$ cat src/rtl/pipeidex_pkg.sv
`default_nettype none
// +----------------------------------------------------------------------------+
// | Module   : pipeidex_pkg                                                    |
// | Purpose  : Shared definitions for the ID/EX boundary: forward-select codes, |
// |            the execute-stage control bundle with its bubble value, and a    |
// |            register-match helper that ignores r0.                          |
// | Revision : 1.0 - initial release                                           |
// +----------------------------------------------------------------------------+
package pipeidex_pkg;

  // Operand source selects, also exported on fwda/fwdb.
  localparam logic [1:0] FWD_RF     = 2'd0;  // register-file read
  localparam logic [1:0] FWD_EXALU  = 2'd1;  // ALU result of the instruction in EX
  localparam logic [1:0] FWD_MEMALU = 2'd2;  // ALU result of the instruction in MEM
  localparam logic [1:0] FWD_MEMMO  = 2'd3;  // load data of the instruction in MEM

  // The four controls that make an instruction architecturally visible.
  typedef struct packed {
    logic wreg;
    logic m2reg;
    logic wmem;
    logic jal;
  } ectrl_t;

  // A bubble writes nothing, reads nothing from memory, and links nothing.
  localparam ectrl_t BUBBLE_CTRL = 4'b0000;

  // True when a producer tag names the same non-zero register as a source.
  // r0 is hardwired to zero, so it never participates in forwarding or stalls.
  function automatic logic reg_hit(input logic [4:0] tag, input logic [4:0] src);
    return (tag != 5'd0) && (tag == src);
  endfunction

endpackage
`default_nettype wire

$ cat src/rtl/pipefwd.sv
`default_nettype none
// +----------------------------------------------------------------------------+
// | Module   : pipefwd                                                         |
// | Purpose  : Forwarding for one source operand. Picks the youngest producer  |
// |            of the source register (EX before MEM) and muxes the operand.   |
// | Ports    : i_src        source register number                            |
// |            i_dq         register-file read value                          |
// |            i_ern/i_ewreg/i_em2reg/i_ealu   EX-stage tag and ALU result    |
// |            i_mrn/i_mwreg/i_mm2reg/i_malu/i_mmo  MEM-stage tag and results  |
// |            o_fwd        select used (FWD_* encoding)                       |
// |            o_q          forwarded operand                                 |
// | Revision : 1.0 - initial release                                           |
// +----------------------------------------------------------------------------+
module pipefwd
  import pipeidex_pkg::*;
(
  input  logic [4:0]  i_src,
  input  logic [31:0] i_dq,
  input  logic [4:0]  i_ern,
  input  logic        i_ewreg,
  input  logic        i_em2reg,
  input  logic [31:0] i_ealu,
  input  logic [4:0]  i_mrn,
  input  logic        i_mwreg,
  input  logic        i_mm2reg,
  input  logic [31:0] i_malu,
  input  logic [31:0] i_mmo,
  output logic [1:0]  o_fwd,
  output logic [31:0] o_q
);

  logic w_ex_hit;
  logic w_mem_hit;

  // A load in EX has no data yet; that case is covered by the stall, so
  // only non-load EX producers are eligible for forwarding.
  assign w_ex_hit  = i_ewreg & ~i_em2reg & reg_hit(i_ern, i_src);
  assign w_mem_hit = i_mwreg & reg_hit(i_mrn, i_src);

  always_comb begin
    o_fwd = FWD_RF;
    if (w_ex_hit) begin
      o_fwd = FWD_EXALU;
    end else if (w_mem_hit) begin
      o_fwd = i_mm2reg ? FWD_MEMMO : FWD_MEMALU;
    end
  end

  always_comb begin
    o_q = i_dq;
    case (o_fwd)
      FWD_EXALU:  o_q = i_ealu;
      FWD_MEMALU: o_q = i_malu;
      FWD_MEMMO:  o_q = i_mmo;
      default:    o_q = i_dq;
    endcase
  end

endmodule
`default_nettype wire

$ cat src/rtl/pipeidex.sv
`default_nettype none
// +----------------------------------------------------------------------------+
// | Module   : pipeidex                                                        |
// | Purpose  : Decode-to-execute boundary: operand forwarding, load-use hazard |
// |            detection, the ID/EX pipeline register and a stall counter.     |
// | Ports    : clock, reset      rising-edge clock, async active-high reset    |
// |            d*                 decoded ID-stage fields and controls          |
// |            drs_used/drt_used  instruction actually reads rs / rt           |
// |            dkill              squash the ID instruction (bubble)            |
// |            ern/ewreg_in/em2reg_in/ealu     EX-stage tag and result         |
// |            mrn/mwreg/mm2reg/malu/mmo       MEM-stage tag and results       |
// |            e*                 registered operands/controls for EX           |
// |            stall              hold PC and IF/ID (combinational)             |
// |            fwda/fwdb          forward selects (combinational)               |
// |            stall_cnt          saturating count of stall cycles              |
// | Revision : 1.0 - initial release                                           |
// +----------------------------------------------------------------------------+
module pipeidex
  import pipeidex_pkg::*;
(
  input  logic        clock,
  input  logic        reset,
  // ID stage
  input  logic        dwreg,
  input  logic        dm2reg,
  input  logic        dwmem,
  input  logic        daluimm,
  input  logic        dshift,
  input  logic        djal,
  input  logic [3:0]  daluc,
  input  logic [31:0] dqa,
  input  logic [31:0] dqb,
  input  logic [31:0] dimm,
  input  logic [31:0] dpc4,
  input  logic [4:0]  drs,
  input  logic [4:0]  drt,
  input  logic [4:0]  drn,
  input  logic        drs_used,
  input  logic        drt_used,
  input  logic        dkill,
  // EX stage write-back tag
  input  logic [4:0]  ern,
  input  logic        ewreg_in,
  input  logic        em2reg_in,
  input  logic [31:0] ealu,
  // MEM stage write-back tag
  input  logic [4:0]  mrn,
  input  logic        mwreg,
  input  logic        mm2reg,
  input  logic [31:0] malu,
  input  logic [31:0] mmo,
  // To EX stage
  output logic        ewreg,
  output logic        em2reg,
  output logic        ewmem,
  output logic        ealuimm,
  output logic        eshift,
  output logic        ejal,
  output logic [3:0]  ealuc,
  output logic [31:0] ea,
  output logic [31:0] eb,
  output logic [31:0] eimm,
  output logic [31:0] epc4,
  output logic [4:0]  ern0,
  // Hazard / observation
  output logic        stall,
  output logic [1:0]  fwda,
  output logic [1:0]  fwdb,
  output logic [15:0] stall_cnt
);

  logic [31:0] w_fa;
  logic [31:0] w_fb;
  logic        w_stall;
  logic        w_bubble;

  ectrl_t      r_ctrl;
  logic        r_aluimm;
  logic        r_shift;
  logic [3:0]  r_aluc;
  logic [31:0] r_a;
  logic [31:0] r_b;
  logic [31:0] r_imm;
  logic [31:0] r_pc4;
  logic [4:0]  r_rn;
  logic [15:0] r_stall_cnt;

  pipefwd u_fwd_a (
    .i_src    (drs),
    .i_dq     (dqa),
    .i_ern    (ern),
    .i_ewreg  (ewreg_in),
    .i_em2reg (em2reg_in),
    .i_ealu   (ealu),
    .i_mrn    (mrn),
    .i_mwreg  (mwreg),
    .i_mm2reg (mm2reg),
    .i_malu   (malu),
    .i_mmo    (mmo),
    .o_fwd    (fwda),
    .o_q      (w_fa)
  );

  pipefwd u_fwd_b (
    .i_src    (drt),
    .i_dq     (dqb),
    .i_ern    (ern),
    .i_ewreg  (ewreg_in),
    .i_em2reg (em2reg_in),
    .i_ealu   (ealu),
    .i_mrn    (mrn),
    .i_mwreg  (mwreg),
    .i_mm2reg (mm2reg),
    .i_malu   (malu),
    .i_mmo    (mmo),
    .o_fwd    (fwdb),
    .o_q      (w_fb)
  );

  // Load in EX whose destination is a source the ID instruction really reads:
  // the data only exists after MEM, so hold ID one cycle and let MEM forward it.
  assign w_stall = ewreg_in & em2reg_in &
                   ((drs_used & reg_hit(ern, drs)) | (drt_used & reg_hit(ern, drt)));

  assign w_bubble = w_stall | dkill;
  assign stall    = w_stall;

  always_ff @(posedge clock or posedge reset) begin
    if (reset) begin
      r_ctrl   <= BUBBLE_CTRL;
      r_aluimm <= 1'b0;
      r_shift  <= 1'b0;
      r_aluc   <= 4'd0;
      r_a      <= 32'd0;
      r_b      <= 32'd0;
      r_imm    <= 32'd0;
      r_pc4    <= 32'd0;
      r_rn     <= 5'd0;
    end else begin
      // Datapath fields load unconditionally; a bubble is made harmless
      // purely by clearing the state-changing controls.
      r_aluimm <= daluimm;
      r_shift  <= dshift;
      r_aluc   <= daluc;
      r_a      <= w_fa;
      r_b      <= w_fb;
      r_imm    <= dimm;
      r_pc4    <= dpc4;
      r_rn     <= drn;
      if (w_bubble) begin
        r_ctrl <= BUBBLE_CTRL;
      end else begin
        r_ctrl <= '{wreg: dwreg, m2reg: dm2reg, wmem: dwmem, jal: djal};
      end
    end
  end

  always_ff @(posedge clock or posedge reset) begin
    if (reset) begin
      r_stall_cnt <= 16'd0;
    end else if (w_stall && (r_stall_cnt != 16'hFFFF)) begin
      r_stall_cnt <= r_stall_cnt + 16'd1;
    end
  end

  assign ewreg     = r_ctrl.wreg;
  assign em2reg    = r_ctrl.m2reg;
  assign ewmem     = r_ctrl.wmem;
  assign ejal      = r_ctrl.jal;
  assign ealuimm   = r_aluimm;
  assign eshift    = r_shift;
  assign ealuc     = r_aluc;
  assign ea        = r_a;
  assign eb        = r_b;
  assign eimm      = r_imm;
  assign epc4      = r_pc4;
  assign ern0      = r_rn;
  assign stall_cnt = r_stall_cnt;

endmodule
`default_nettype wire

$ cat config.mk
export PLATFORM = sky130hd
export DESIGN_NAME = pipeidex
export DESIGN_NICKNAME = d
export VERILOG_FILES = /design/src/rtl/pipeidex_pkg.sv /design/src/rtl/pipefwd.sv /design/src/rtl/pipeidex.sv
export SDC_FILE = /design/constraint.sdc
export NUM_CORES = 1
export LEC_CHECK = 0
export BUFFER_PORTS_ARGS = -buffer_cell sky130_fd_sc_hd__buf_4
export CAP_MARGIN = 20
export CORE_AREA = 2 2 169 171
export DETAILED_ROUTE_END_ITERATION = 8
export DIE_AREA = 0 0 171 173
export PLACE_DENSITY_LB_ADDON = 0.12
export SETUP_SLACK_MARGIN = 0.2
export SYNTH_ARGS = -nofsm -noshare
export SYNTH_HDL_FRONTEND = slang
export SYNTH_HIERARCHICAL = 1
export SYNTH_SLANG_ARGS = --single-unit
$ cat constraint.sdc
create_clock -name clock -period 13.6 [get_ports clock]
set_input_delay 1.36 -clock clock [delete_from_list [all_inputs] [get_ports clock]]
set_output_delay 1.36 -clock clock [all_outputs]
set_load 0.01 [all_outputs]
==> results of run 1 <==
[stage by stage]
stage	utilization, %	setup slack (ns)	instances
2_1_floorplan	-	7.95	623
3_3_place_gp	38.3	9.26	1400
3_5_place_dp	38.3	9.22	1400
4_1_cts	40.5	9.23	1432
5_1_grt	40.6	9.10	1436
6_report	40.6	9.19	1436
[final cells by class]
class	count	area, um2	area share (%)
antenna	3	7.51	0.0669
clock buffer	17	425	3.79
clock inverter	15	188	1.67
inverter	1	8.76	0.0780
multi-input combinational	423	2830	25.2
sequential	159	3980	35.5
tap	378	473	4.21
timing repair buffer	440	3320	29.5
[where the power goes]
| part | internal, mW | switching [mW] | total [mW] |
|---|---|---|---|
| sequential | 0.499 | 0.00928 | 0.508 |
| clock | 0.251 | 0.249 | 0.500 |
| combinational | 0.109 | 0.0824 | 0.191 |
[Yosys cell counts (all sizes together)]
cell	number	area [um2]
a21o	2	15.0
nor3	2	20.0
a211oi	46	355
mux2	22	248
o311a	1	10.0
a21boi	1	18.8
and4	3	27.5
or3	1	6.26
nor4b	1	15.0
and2	9	57.6
ha	1	12.5
nor2b	44	275
and3	5	32.5
nand3	12	60.1
mux2i	20	200
or2	2	12.5
nor4	2	12.5
nand4	7	43.8
a21oi	1	5.00
clkbuf	12	45.0
dfrtp	159	3980
inv	1	3.75
buf	28	254
nor3b	1	7.51
nand3b	6	45.0
o31ai	44	360
xor2	8	70.1
o22ai	1	6.26
o41ai	2	17.5
xnor2	32	280
nand2	75	282
o21ai	22	110
nor2	50	203
[per-layer routing]
metal / wire length [um] / GRT usage [%] / vias to the layer above
li1: - / - / 3009
met1: 10200 / 19.7 / 2886
met2: 14000 / 32.0 / 246
met3: 2060 / 5.15 / 25
met4: 617 / 7.03 / 0
met5: 0 / 0 / -
[flip-flops by register name (all words and copies together), names as in the netlist]
name	count
ewreg	1
ea	32
eimm	32
ejal	1
ewmem	1
ern0	5
epc4	32
ealuc	4
em2reg	1
stall_cnt	16
ealuimm	1
eshift	1
eb	32
[kinds of logic (layout without fill, tap and decap cells)]
kind of cell,Yosys count,in the layout,share of synthesized area (%)
other cells,0,3,0
compound gates,120,120,12.7
mux,42,42,6.32
flops,159,159,56.1
xor+xnor,40,40,4.94
fa+ha+maj,1,1,0.176
simple gates,220,220,15.5
buf+inv,41,473,4.27
[how the worst max path moves through the flow]
stage | start | end | slack [ns] | cells after the start
after floorplan | reset | ea[0] | 7.95 | 1
after global placement | ern[1] | fwda[0] | 9.26 | 7
after detailed placement | ern[2] | fwdb[0] | 9.22 | 6
after CTS | ern[2] | fwdb[0] | 9.23 | 6
after global routing | ern[4] | fwdb[0] | 9.10 | 7
final | ern[2] | fwdb[0] | 9.19 | 6
==> impl_results.md, run 1 <==
* Clk sinks at 159
* CP startpoint kind: input pin
* Worst r2r src: stall_cnt[0]
* Synthesized area per cell at 11.4 um2
* Fin area at 11200 um2
* Critical path's top delay family: compound AO/OA/AOI/OAI gates
* Clock skew at 0.0170 ns
* Die H at 173 um
* Number of remaining DRC errors at 0
* Final period util at 32.4%
* Required @ worst endpoint at 12.24 ns
* Worst hold path class: flop to flop
* Cell Pwr Density at 107 nW/um2
* DP Area at 10600 um2
* Outcome: completed
* Die area at 29600 um2
* Worst hold start: stall_cnt[14]
* VDD IR max at 0.0578 mV
* Total Routing Usage GR at 17.9%
* Hold_ws at 0.504 ns
* DR vias at 6166
* Core area at 27600 um2
* Slew headroom at 37.5%
* Max Fclk at 0.227 GHz
* Max Slew Vio Count at 0
* Chip width at 171 um
* Pin count of the biggest net entering global routing at 111
* I/O Buffers at 431
* CTS buffer count at 17
* Io pins at 432
* CTS Buffer Depth at 2
* Final Hold Vio Count at 0
* GPL Wtd Cong at 0.786
* Share of the yosys chip area belonging to registers at 56.1%
* WS Path Type: input pin to output pin
* Clock Tree Root: clkbuf_16
* Reg2Reg Depth at 6
* Syn Std Cell Area at 7090 um2
* Worst-path fanout max at 66
* Clock latency on the worst-skew pair at 0.44 ns
* RSZ-0062 raised after global routing: false
* Sum of negative setup slack at 0 ns
* Cells after Synth at 623
* Vias in the first global route at 6337
* CTS tree: done
* Crit path top cell by count: buf_4
* Antenna Nets Post-Route at 0
* Area grow syn2layout at 58.3%
* Hold Path Depth at 1
* DR WL/cell at 18.7 um
* CTS resizes at 0
* Synthesized flop and latch total at 159
* CP arrival at 3.05 ns
* DP HPWL at 20.3 mm
* Ys Warns at 6
* Clk pin slew, worst setup/hold paths at 0.09 ns
* Initial antenna violation count at 3
* Final #Nets at 1311
* Minimum clock period at 4.41 ns
* Worst-Margin Slew at 0.938 ns
* H-tree depth at 4
* RR Endpoint: stall_cnt[1]
* Power Total at 1.20 mW
* Average vias per placed instance at 4.29
* Static leakage at 5.05 nW
* CP endpoint kind: output pin
* Drt total wl at 26.9 mm
* Fill count at 2772
* First-pass GRT wire length at 39.5 mm
* Endpoints failing setup at 0
* CP Cell Sequence: buf_4 > o41ai_1 > a211oi_4 > buf_4 > a21o_1 > buf_4
* Reg2reg setup slack at 11.54 ns
* Buf/Inv on CP at 3
* Initial Utilization at 25.7%
* Rows at 61
* CTS Hold Bufs at 0
* Commonest cells after routing, fill and taps aside: 439 x buf_4, 159 x dfrtp_1, 75 x nand2_1
* Min-Delay Endpoint: stall_cnt[14]
* DR pass1 iterations at 4
* Syn_nets at 892
* Initial detailed-routing violation count at 322
* Max cap viols at 0
* CP max stage cell: o41ai_1
* Yosys cell types at 43
* Commonest non-fill, non-tap cell in the layout: buf_4
* Setup Fix Bufs, Post-CTS at 0
* Remaining global-route overflow at 0
* Layout cells sized above 1 at 49.1%
* CP peak stage delay at 0.59 ns
No activity file was read; power rests on OpenSTA's default activity.
==> inputs of run 2 (changes only) <==
- ABC_AREA: not set -> 1
- CORE_AREA: 2 2 169 171 -> 2 2 170 172
- DIE_AREA: 0 0 171 173 -> 0 0 172 174
- clock period: 13.6 -> 3.8 ns (I/O delays scaled with it)
==> impl_results.md, run 2 <==
* Outcome: completed
* WP depth at 8
* Setup Fix Bufs, Post-CTS at 0
* Fin area at 11900 um2
* Worst-Margin Slew at 1.11 ns
* Synthesized area per cell at 8.87 um2
* Slew headroom at 25.9%
* Rows at 62
* Buf/Inv on CP at 3
* CP startpoint kind: input pin
* Crit path top cell by count: buf_4
* Min-Delay Endpoint: ealuimm
* H-tree depth at 4
* Final #Nets at 1548
* Remaining global-route overflow at 0
* Number of flops mapped to enable cells by yosys at 0
* Layout cells sized above 1 at 38.9%
* Clk pin slew, worst setup/hold paths at 0.08 ns
* Yosys cell types at 29
* Sum of negative setup slack at 0 ns
* WS Path Type: input pin to output pin
* Endpoints failing setup at 0
* Syn_nets at 1165
* CP endpoint kind: output pin
* CP Cell Sequence: buf_4 > inv_1 > nand2_1 > nand3_1 > nor2_4 > nand3_4 > o21ai_1 > buf_4
* First-pass GRT wire length at 52.4 mm
* CP peak stage delay at 0.52 ns
* Asr flop ratio synth at 100%
* DR vias at 8812
* Reg2reg setup slack at 1.82 ns
* Number of remaining DRC errors at 0
* Die H at 174 um
* I/O Buffers at 431
* Initial detailed-routing violation count at 646
* Core area at 28200 um2
* Synthesized flop and latch total at 159
* Critical path startpoint: ern[1]
* CTS Buffer Depth at 2
* Final period util at 62.7%
* RR Endpoint: stall_cnt[2]
* RSZ-0062 raised after global routing: false
* Final Hold Vio Count at 0
* Required @ worst endpoint at 3.42 ns
* Cell Pwr Density at 369 nW/um2
* Top_reg_cell synth: dfrtp_1
* Commonest cells after routing, fill and taps aside: 438 x buf_4, 278 x nand4_1, 159 x dfrtp_1, 154 x nand2_1, 75 x nand3_1
* Worst hold path class: input pin to flop
* Share of the yosys chip area belonging to registers at 50.0%
* CP max stage cell: nand3_4
* Io pins at 432
* Die area at 29900 um2
* Clock skew at 0.0217 ns
* Drt total wl at 36.0 mm
* Worst r2r src: stall_cnt[0]
* Clock latency on the worst-skew pair at 0.44 ns
* Initial Utilization at 28.2%
* Clock Tree Root: clkbuf_16
* Static leakage at 5.76 nW
* Antenna Nets Post-Route at 0
* CTS buffer count at 17
* Reg2Reg Depth at 9
* Syn Std Cell Area at 7950 um2
* Commonest cells in the netlist: 278 x nand4_1, 159 x dfrtp_1, 154 x nand2_1
* Worst hold start: daluimm
* Leading cell type by number of instances after synthesis: nand4_1
* GPL Wtd Cong at 0.869
* Vias in the first global route at 8546
* Area grow syn2layout at 50.1%
* CP arrival at 2.00 ns
* Worst-path fanout max at 58
* DP HPWL at 25.1 mm
* VDD IR max at 0.274 mV
* Initial antenna violation count at 2
* Clk sinks at 159
* Total Routing Usage GR at 23.3%
* Fill count at 2903
* Cells after Synth at 896
* Area share of the largest cell type after synthesis at 50.0%
* Chip width at 172 um
* Synth top area cells: dfrtp_1 50%, nand4_1 22%, nand2_1 7.3%
* Max Fclk at 0.420 GHz
* Ys Warns at 6
* DR WL/cell at 21.5 um
* Max Slew Vio Count at 0
* Average vias per placed instance at 5.25
* CTS resizes at 0
* Hold Path Depth at 1
* Power Total at 4.40 mW
* Minimum clock period at 2.38 ns
* CTS tree: done
* DP Area at 11300 um2
* Commonest non-fill, non-tap cell in the layout: buf_4
* DR pass1 iterations at 6
* Pin count of the biggest net entering global routing at 67
* Max cap viols at 0
* Critical path's top delay family: simple AND/OR/NAND/NOR gates
* Post-synth top area cell: dfrtp_1
==> run 2: cell types whose count changed in the layout (fill, tap and decap cells not counted), moves of 22 or more <==
cell	delta
a211oi_1	-44
inv_1	+55
mux2_2	-22
nand2_1	+79
nand3_1	+63
nand4_1	+271
nor2b_1	-44
o31ai_1	-38
xnor2_1	-29
==> run 2: worst max-delay path by stage <==
stage | end | slack [ns]
floorplan | ea[0] | 1.41
global placement | eb[0] | 1.45
detailed placement | eb[0] | 1.43
CTS | fwda[0] | 1.45
global route | fwda[0] | 1.33
finish | fwda[0] | 1.42
==> run 2: layer usage <==
layer	part of all wire (%)	track usage (%)	up-vias
li1	-	-	3999
met4	3.2	8.75	0
met1	38	28.2	4204
met3	9.8	6.44	67
met5	0	0	-
met2	49	39.1	542
==> run 2: cells by family after synthesis <==
group / after synthesis / share of synthesized area [%]
simple gates: 579 / 39.0
buf+inv: 140 / 9.28
fa+ha+maj: 1 / 0.157
compound gates: 9 / 0.598
xor+xnor: 8 / 0.881
flops: 159 / 50.0
==> run 2: worst register-to-register path, stage by stage (launching register included) <==
cell,delay (ns)
dfrtp_1,0.48
ha_1,0.25
nand3_2,0.13
nor2_4,0.23
nand2_2,0.09
clkinv_2,0.08
nand3_4,0.21
nand3_4,0.31
nand2_1,0.08
nand2_1,0.07
==> run 2: timing repair <==
item                       4_1_cts  5_1_grt
hold endpoints to repair        19        0
hold buffers                     1        0
setup endpoints to repair        0        0
==> run 2: final cells by class <==
class / count / area, um2 / share of cell area [%]
well taps: 384 / 480 / 4.03
repair buffers: 442 / 3360 / 28.1
flip-flops and latches: 159 / 3980 / 33.3
multi-input cells: 597 / 3270 / 27.4
clock inverters: 14 / 163 / 1.36
diodes: 2 / 5.00 / 0.0419
inverters: 62 / 238 / 1.99
clock buffers: 18 / 439 / 3.68
==> run 2: power breakdown <==
part / switching [mW] / internal [mW] / leakage, nW / total [mW]
Clock: 0.890 / 0.908 / 0.295 / 1.80
Combinational: 0.395 / 0.376 / 3.57 / 0.771
Sequential: 0.0417 / 1.79 / 1.90 / 1.83
==> run 2: stage by stage <==
| stage | setup WS, ns | util, % | hold slack (ns) | std cells |
|---|---|---|---|---|
| 2_1_floorplan | 1.41 | - | 0.411 | 896 |
| 4_1_cts | 1.45 | 42.2 | 0.0285 | 1676 |
| 6_report | 1.42 | 42.3 | 0.0489 | 1678 |
| 5_1_grt | 1.33 | 42.2 | 0.0168 | 1677 |
| 3_3_place_gp | 1.45 | 40.0 | 0.490 | 1642 |
| 3_5_place_dp | 1.43 | 40.1 | 0.456 | 1643 |
